[src/rtl/hdmi_timing_gen.sv]
// hdmi_timing_gen: HDMI/DVI raster timing with an external-stream or test-pattern pixel source; HDMI_TIMING_GEN_TEST_PATTERN_EN enables bars/gradient/black modes.
// Latency: syncs/de/data register the decode of the current raster position one clock later; pix_ready_o is combinational.
// Backpressure: none, timing never stalls; a missing external pixel in active video outputs 0 and pulses underflow_o.
module hdmi_timing_gen #(
  parameter int H_ACTIVE = 1280,
  parameter int H_FP     = 110,
  parameter int H_SYNC   = 40,
  parameter int H_BP     = 220,
  parameter int V_ACTIVE = 720,
  parameter int V_FP     = 5,
  parameter int V_SYNC   = 5,
  parameter int V_BP     = 20,
  parameter int H_POL    = 1,
  parameter int V_POL    = 1,
  parameter int COLOR_W  = 8
) (
  input  logic                 clk_i,
  input  logic                 rst_i,
  input  logic                 en_i,
  input  logic [1:0]           mode_i,
  input  logic [3*COLOR_W-1:0] pix_data_i,
  input  logic                 pix_valid_i,
  output logic                 pix_ready_o,
  output logic                 hsync_o,
  output logic                 vsync_o,
  output logic                 de_o,
  output logic [3*COLOR_W-1:0] data_o,
  output logic                 sof_o,
  output logic                 underflow_o,
  output logic [15:0]          frame_cnt_o
);

  localparam int H_TOTAL = H_SYNC + H_BP + H_ACTIVE + H_FP;
  localparam int V_TOTAL = V_SYNC + V_BP + V_ACTIVE + V_FP;
  localparam int HW      = $clog2(H_TOTAL);
  localparam int VW      = $clog2(V_TOTAL);
  localparam int DW      = 3 * COLOR_W;

  localparam logic [HW-1:0] H_LAST     = HW'(H_TOTAL - 1);
  localparam logic [VW-1:0] V_LAST     = VW'(V_TOTAL - 1);
  localparam logic [HW-1:0] H_SYNC_W   = HW'(H_SYNC);
  localparam logic [VW-1:0] V_SYNC_W   = VW'(V_SYNC);
  localparam logic [HW-1:0] H_ACT_BEG  = HW'(H_SYNC + H_BP);
  localparam logic [HW-1:0] H_ACT_LAST = HW'(H_SYNC + H_BP + H_ACTIVE - 1);
  localparam logic [VW-1:0] V_ACT_BEG  = VW'(V_SYNC + V_BP);
  localparam logic [VW-1:0] V_ACT_LAST = VW'(V_SYNC + V_BP + V_ACTIVE - 1);
  localparam logic          HPOL       = (H_POL != 0);
  localparam logic          VPOL       = (V_POL != 0);

  logic [HW-1:0] h_cnt;
  logic [VW-1:0] v_cnt;
  logic [1:0]    mode_q;
  logic          h_act;
  logic          v_act;
  logic          active;
  logic          frame_start;
  logic          first_pix;
  logic          starve;
  logic [DW-1:0] pattern_dat;
  logic [DW-1:0] pix_nxt;

  always_comb begin
    h_act       = (h_cnt >= H_ACT_BEG) && (h_cnt <= H_ACT_LAST);
    v_act       = (v_cnt >= V_ACT_BEG) && (v_cnt <= V_ACT_LAST);
    active      = h_act && v_act;
    frame_start = (h_cnt == '0) && (v_cnt == '0);
    first_pix   = active && (h_cnt == H_ACT_BEG) && (v_cnt == V_ACT_BEG);
  end

  assign pix_ready_o = en_i && active && (mode_q == 2'd0);

`ifdef HDMI_TIMING_GEN_TEST_PATTERN_EN
  localparam int BAR_W = (H_ACTIVE / 8 > 0) ? H_ACTIVE / 8 : 1;

  logic [DW-1:0] grad_q;
  logic [31:0]   bar_num;
  logic [2:0]    bar_idx;

  // Remainder pixels past the eighth bar clamp to index 7, i.e. black.
  always_comb begin
    bar_num = 32'(h_cnt - H_ACT_BEG) / 32'(BAR_W);
    bar_idx = (bar_num >= 32'd7) ? 3'd7 : bar_num[2:0];
    unique case (mode_q)
      2'd1:    pattern_dat = {{COLOR_W{~bar_idx[1]}}, {COLOR_W{~bar_idx[2]}}, {COLOR_W{~bar_idx[0]}}};
      2'd2:    pattern_dat = grad_q;
      default: pattern_dat = '0;
    endcase
  end

  always_ff @(posedge clk_i) begin
    if (rst_i) begin
      mode_q <= 2'd0;
      grad_q <= '0;
    end else if (en_i) begin
      if (frame_start) begin
        mode_q <= mode_i;
        grad_q <= '0;
      end else if (active) begin
        grad_q <= grad_q + DW'(1);
      end
    end
  end
`else
  logic unused_mode;

  assign unused_mode = ^mode_i;
  assign mode_q      = 2'd0;
  assign pattern_dat = '0;
`endif

  always_comb begin
    pix_nxt = pattern_dat;
    starve  = 1'b0;
    if (mode_q == 2'd0) begin
      if (pix_valid_i) begin
        pix_nxt = pix_data_i;
      end else begin
        pix_nxt = '0;
        starve  = 1'b1;
      end
    end
  end

  always_ff @(posedge clk_i) begin
    if (rst_i) begin
      h_cnt       <= '0;
      v_cnt       <= '0;
      hsync_o     <= ~HPOL;
      vsync_o     <= ~VPOL;
      de_o        <= 1'b0;
      sof_o       <= 1'b0;
      underflow_o <= 1'b0;
      data_o      <= '0;
      frame_cnt_o <= 16'd0;
    end else if (!en_i) begin
      // Disable aborts the frame; data_o keeps its last pixel.
      h_cnt       <= '0;
      v_cnt       <= '0;
      hsync_o     <= ~HPOL;
      vsync_o     <= ~VPOL;
      de_o        <= 1'b0;
      sof_o       <= 1'b0;
      underflow_o <= 1'b0;
    end else begin
      hsync_o     <= (h_cnt < H_SYNC_W) ? HPOL : ~HPOL;
      vsync_o     <= (v_cnt < V_SYNC_W) ? VPOL : ~VPOL;
      de_o        <= active;
      sof_o       <= first_pix;
      underflow_o <= active && starve;
      if (active) begin
        data_o <= pix_nxt;
      end
      if (h_cnt == H_LAST) begin
        h_cnt <= '0;
        if (v_cnt == V_LAST) begin
          v_cnt       <= '0;
          frame_cnt_o <= frame_cnt_o + 16'd1;
        end else begin
          v_cnt <= v_cnt + VW'(1);
        end
      end else begin
        h_cnt <= h_cnt + HW'(1);
      end
    end
  end

endmodule

[config.mk]
export PLATFORM = sky130hd
export DESIGN_NAME = hdmi_timing_gen
export DESIGN_NICKNAME = d
export VERILOG_FILES = /design/src/rtl/hdmi_timing_gen.sv
export SDC_FILE = /design/constraint.sdc
export NUM_CORES = 1
export LEC_CHECK = 0
export ABC_AREA = 1
export ABC_CLOCK_PERIOD_IN_PS = 3100
export CAP_MARGIN = 20
export CORE_ASPECT_RATIO = 0.8
export CORE_MARGIN = 5
export CORE_UTILIZATION = 25
export CTS_BUF_LIST = sky130_fd_sc_hd__clkbuf_8
export DETAILED_ROUTE_END_ITERATION = 7
export GPL_TIMING_DRIVEN = 0
export PLACE_DENSITY = 0.51
export RECOVER_POWER = 100
export SYNTH_ARGS = -nofsm -noshare
export SYNTH_HDL_FRONTEND = slang
export SYNTH_SLANG_ARGS = --single-unit
[constraint.sdc]
create_clock -name clk_i -period 3.1 [get_ports clk_i]
set_clock_uncertainty 0.2 [all_clocks]
set_input_delay 0.62 -clock clk_i [delete_from_list [all_inputs] [get_ports clk_i]]
set_output_delay 0.62 -clock clk_i [all_outputs]
set_load 0.02 [all_outputs]
==> results.ini <==
[floorplanning]
die_x_um=144.0
die_area_um2=16870
initial_core_util_pct=25.28
pin_count=76
coreArea_um2=14200
std_cell_rows=39
fp.dieH_um=117.2

[timing]
fmax_mhz=346.2
tightest_slew_ns=0.7211
setup_ws_ns=0.2116
fin_crit_sh_pct=93.17
maxSlewViolCount=0
rsz0062_at_grt=false
tns_ns=0
finalHoldViolCount=0
setup_viol=0
relSlewSlack_pct=51.56
period_needed_ns=2.888

[worst_hold_path]
min_path_cells=2
holdCritPathClass=reg -> reg
worstHoldStart=data_o[19]$_SDFFE_PP0P_
min_to=data_o[19]$_SDFFE_PP0P_

[cts]
clk_pin_slew_worst_paths_ns=0.08
holdBufCountCts=0
cts_num_sinks=66
cts_root_buffer=clkbuf_8
clock_latency_ns=0.35
ctsLongestPathBuffers=2
tritoncts=done
htree_levels=3
cts_buffers=9

[route]
vias_per_cell=4.467
drc=0
num_vias=3578
drtPass1Iterations=4
routed_wl_um=9847
drt.antenna.violating_nets=0
drt_iter0_drc=183
wire_per_inst_um=12.29

[worst_setup_path]
cp_cell_sequence=dlygate4sd3_1, inv_1, a21oi_2, nand3_4, buf_8, inv_1, clkdlybuf4s15_2
crit_top_cell=inv_1
r2r-start=v_cnt[1]$_SDFFE_PP0N_
worstSetupStartpointType=input pin
cp.arrival_ns=2.07
slowest_stage=dlygate4sd3_1
rrSetupSlack_ns=0.52
critPathMaxFanout=10
max_stage_delay_ns=0.63
required_ns=2.28
rr_worst_depth=9
reg2reg_to=frame_cnt_o[10]$_SDFFE_PP0P_
crit_type=in -> out
end_kind=primary output

[placement]
hpwl_um=7632
gp_congestion=0.8094
post-place-ws_ns=-0.3182
io_buffers=72

[layout]
mostFrequentLayoutCells=145 x nand2_1, 71 x nor2_1, 65 x dfxtp_1
mostFrequentLayoutCell=nand2_1
diodes=0
finalNetCount=650
synthToLayoutAreaGrowth_pct=32.24
drive_above_1_share_pct=7.618

[grt]
grt_use_total_pct=12.28
grt_pass1_vias=3458
grt_start_max_net_pins=12
grt-ovfl-total=0
antenna_found_initial=0
grt_pass1_wl_um=16550

[logic_synthesis]
synth_area_per_cell_um2=6.799
synth_cell_types=35
yosysWarnings=0
mappedNetlistArea_um2=3590
postSynthCellCount=528
synth_nets=566
synth-seq-cells=66
synth-seq-area-share_pct=36.81

[pwr]
cellLeakagePower_nw=1.979
ir_worst_vdd_v=0.0001477
power.density_nw_per_um2=367.1

[run]
maxCapViolations=0

[outcome]
outcome=finished, final reports clean

[synth_stat cells (all sizes together)]
library cell  count  area share (%)
a2111oi           1            0.24
a21oi            46             6.8
buf              14             2.6
clkbuf            5            0.52
dfxtp            66              37
ha                8             2.8
inv              57             6.0
nand2           148              16
nand3            44             6.6
nand3b            4            0.94
nand4            14             2.9
nor2             75             8.4
nor3             15             3.0
nor3b             5             1.0
nor4              1            0.17
o2111a            1            0.31
o21a              1            0.21
o21ai             4            0.56
o21bai            1            0.21
or2               1            0.17
xnor2             9             2.2
xor2              8             2.0
[final cells by class]
type                    instances  area (µm²)
plain buffers                  19       103.9
clock inverters                 6       81.33
fillers                      1510        9453
clock buffers                  10       137.6
repair buffers                 73       725.7
well taps                     184       230.2
flip-flops and latches         66        1325
multi-input cells             386        1929
inverters                      57       214.0
[stage by stage]
step	utilization, %	area, µm²	total power, W	instances	hold slack (ns)
3_5_place_dp	31.98	4541	0.0009602	784	0.2774
5_1_grt	33.43	4747	0.001828	801	0.3293
4_1_cts	33.59	4770	0.001793	800	0.2982
3_3_place_gp	31.98	4541	0.0009605	784	0.2690
6_report	33.43	4747	0.001743	801	0.2845
2_1_floorplan	-	3590	0.0009100	528	0.2558
[power by group]
part,switching [W],internal (W),total (W)
sequential,0.00000200,0.000849,0.000851
combinational,0.0000435,0.0000428,0.0000863
clock,0.000337,0.000469,0.000806
total,0.000382,0.00136,0.00174
[worst max-delay path, delay by kind of cell]
family          cells  cell delay, ns
compound gates      1            0.17
buf+inv             5            1.19
simple gates        1            0.09
[how the worst max path moves through the flow]
stage,from,endpoint,cells past startpoint
CTS,en_i,pix_ready_o,7
global placement,en_i,pix_ready_o,7
detailed placement,en_i,pix_ready_o,7
floorplan,v_cnt[0]$_SDFFE_PP0N_,pix_ready_o,10
global route,en_i,pix_ready_o,7
finish,en_i,pix_ready_o,7
[per-layer routing]
layer	vias up	wire length (µm)	global-route usage, %
met1	1643	4751	16.27
met3	4	624	4.062
li1	1860	-	-
met2	71	4441	19.13
met4	0	30	3.639
met5	-	0	0
[kinds of logic (layout without fill, tap and decap cells)]
kind of cell / after synthesis / count (layout) / share of synthesized area [%]
flops: 66 / 66 / 36.81
compound gates: 54 / 54 / 8.365
simple gates: 307 / 307 / 38.83
fa+ha+maj: 8 / 8 / 2.789
buf+inv: 76 / 165 / 9.063
xor+xnor: 17 / 17 / 4.148
[repair_timing]
item,CTS,global route
pin swaps,0,1
endpoints found under the hold margin,0,0
gates resized for setup,5,8
setup endpoints to repair,1,1
setup buffers,0,1
[registers in the layout, summed over array words and instances (netlist names)]
name         cells
underflow_o      1
data_o          24
vsync_o          1
v_cnt           10
sof_o            1
h_cnt           11
frame_cnt_o     16
hsync_o          1
de_o             1
No activity file was read; power rests on OpenSTA's default activity.
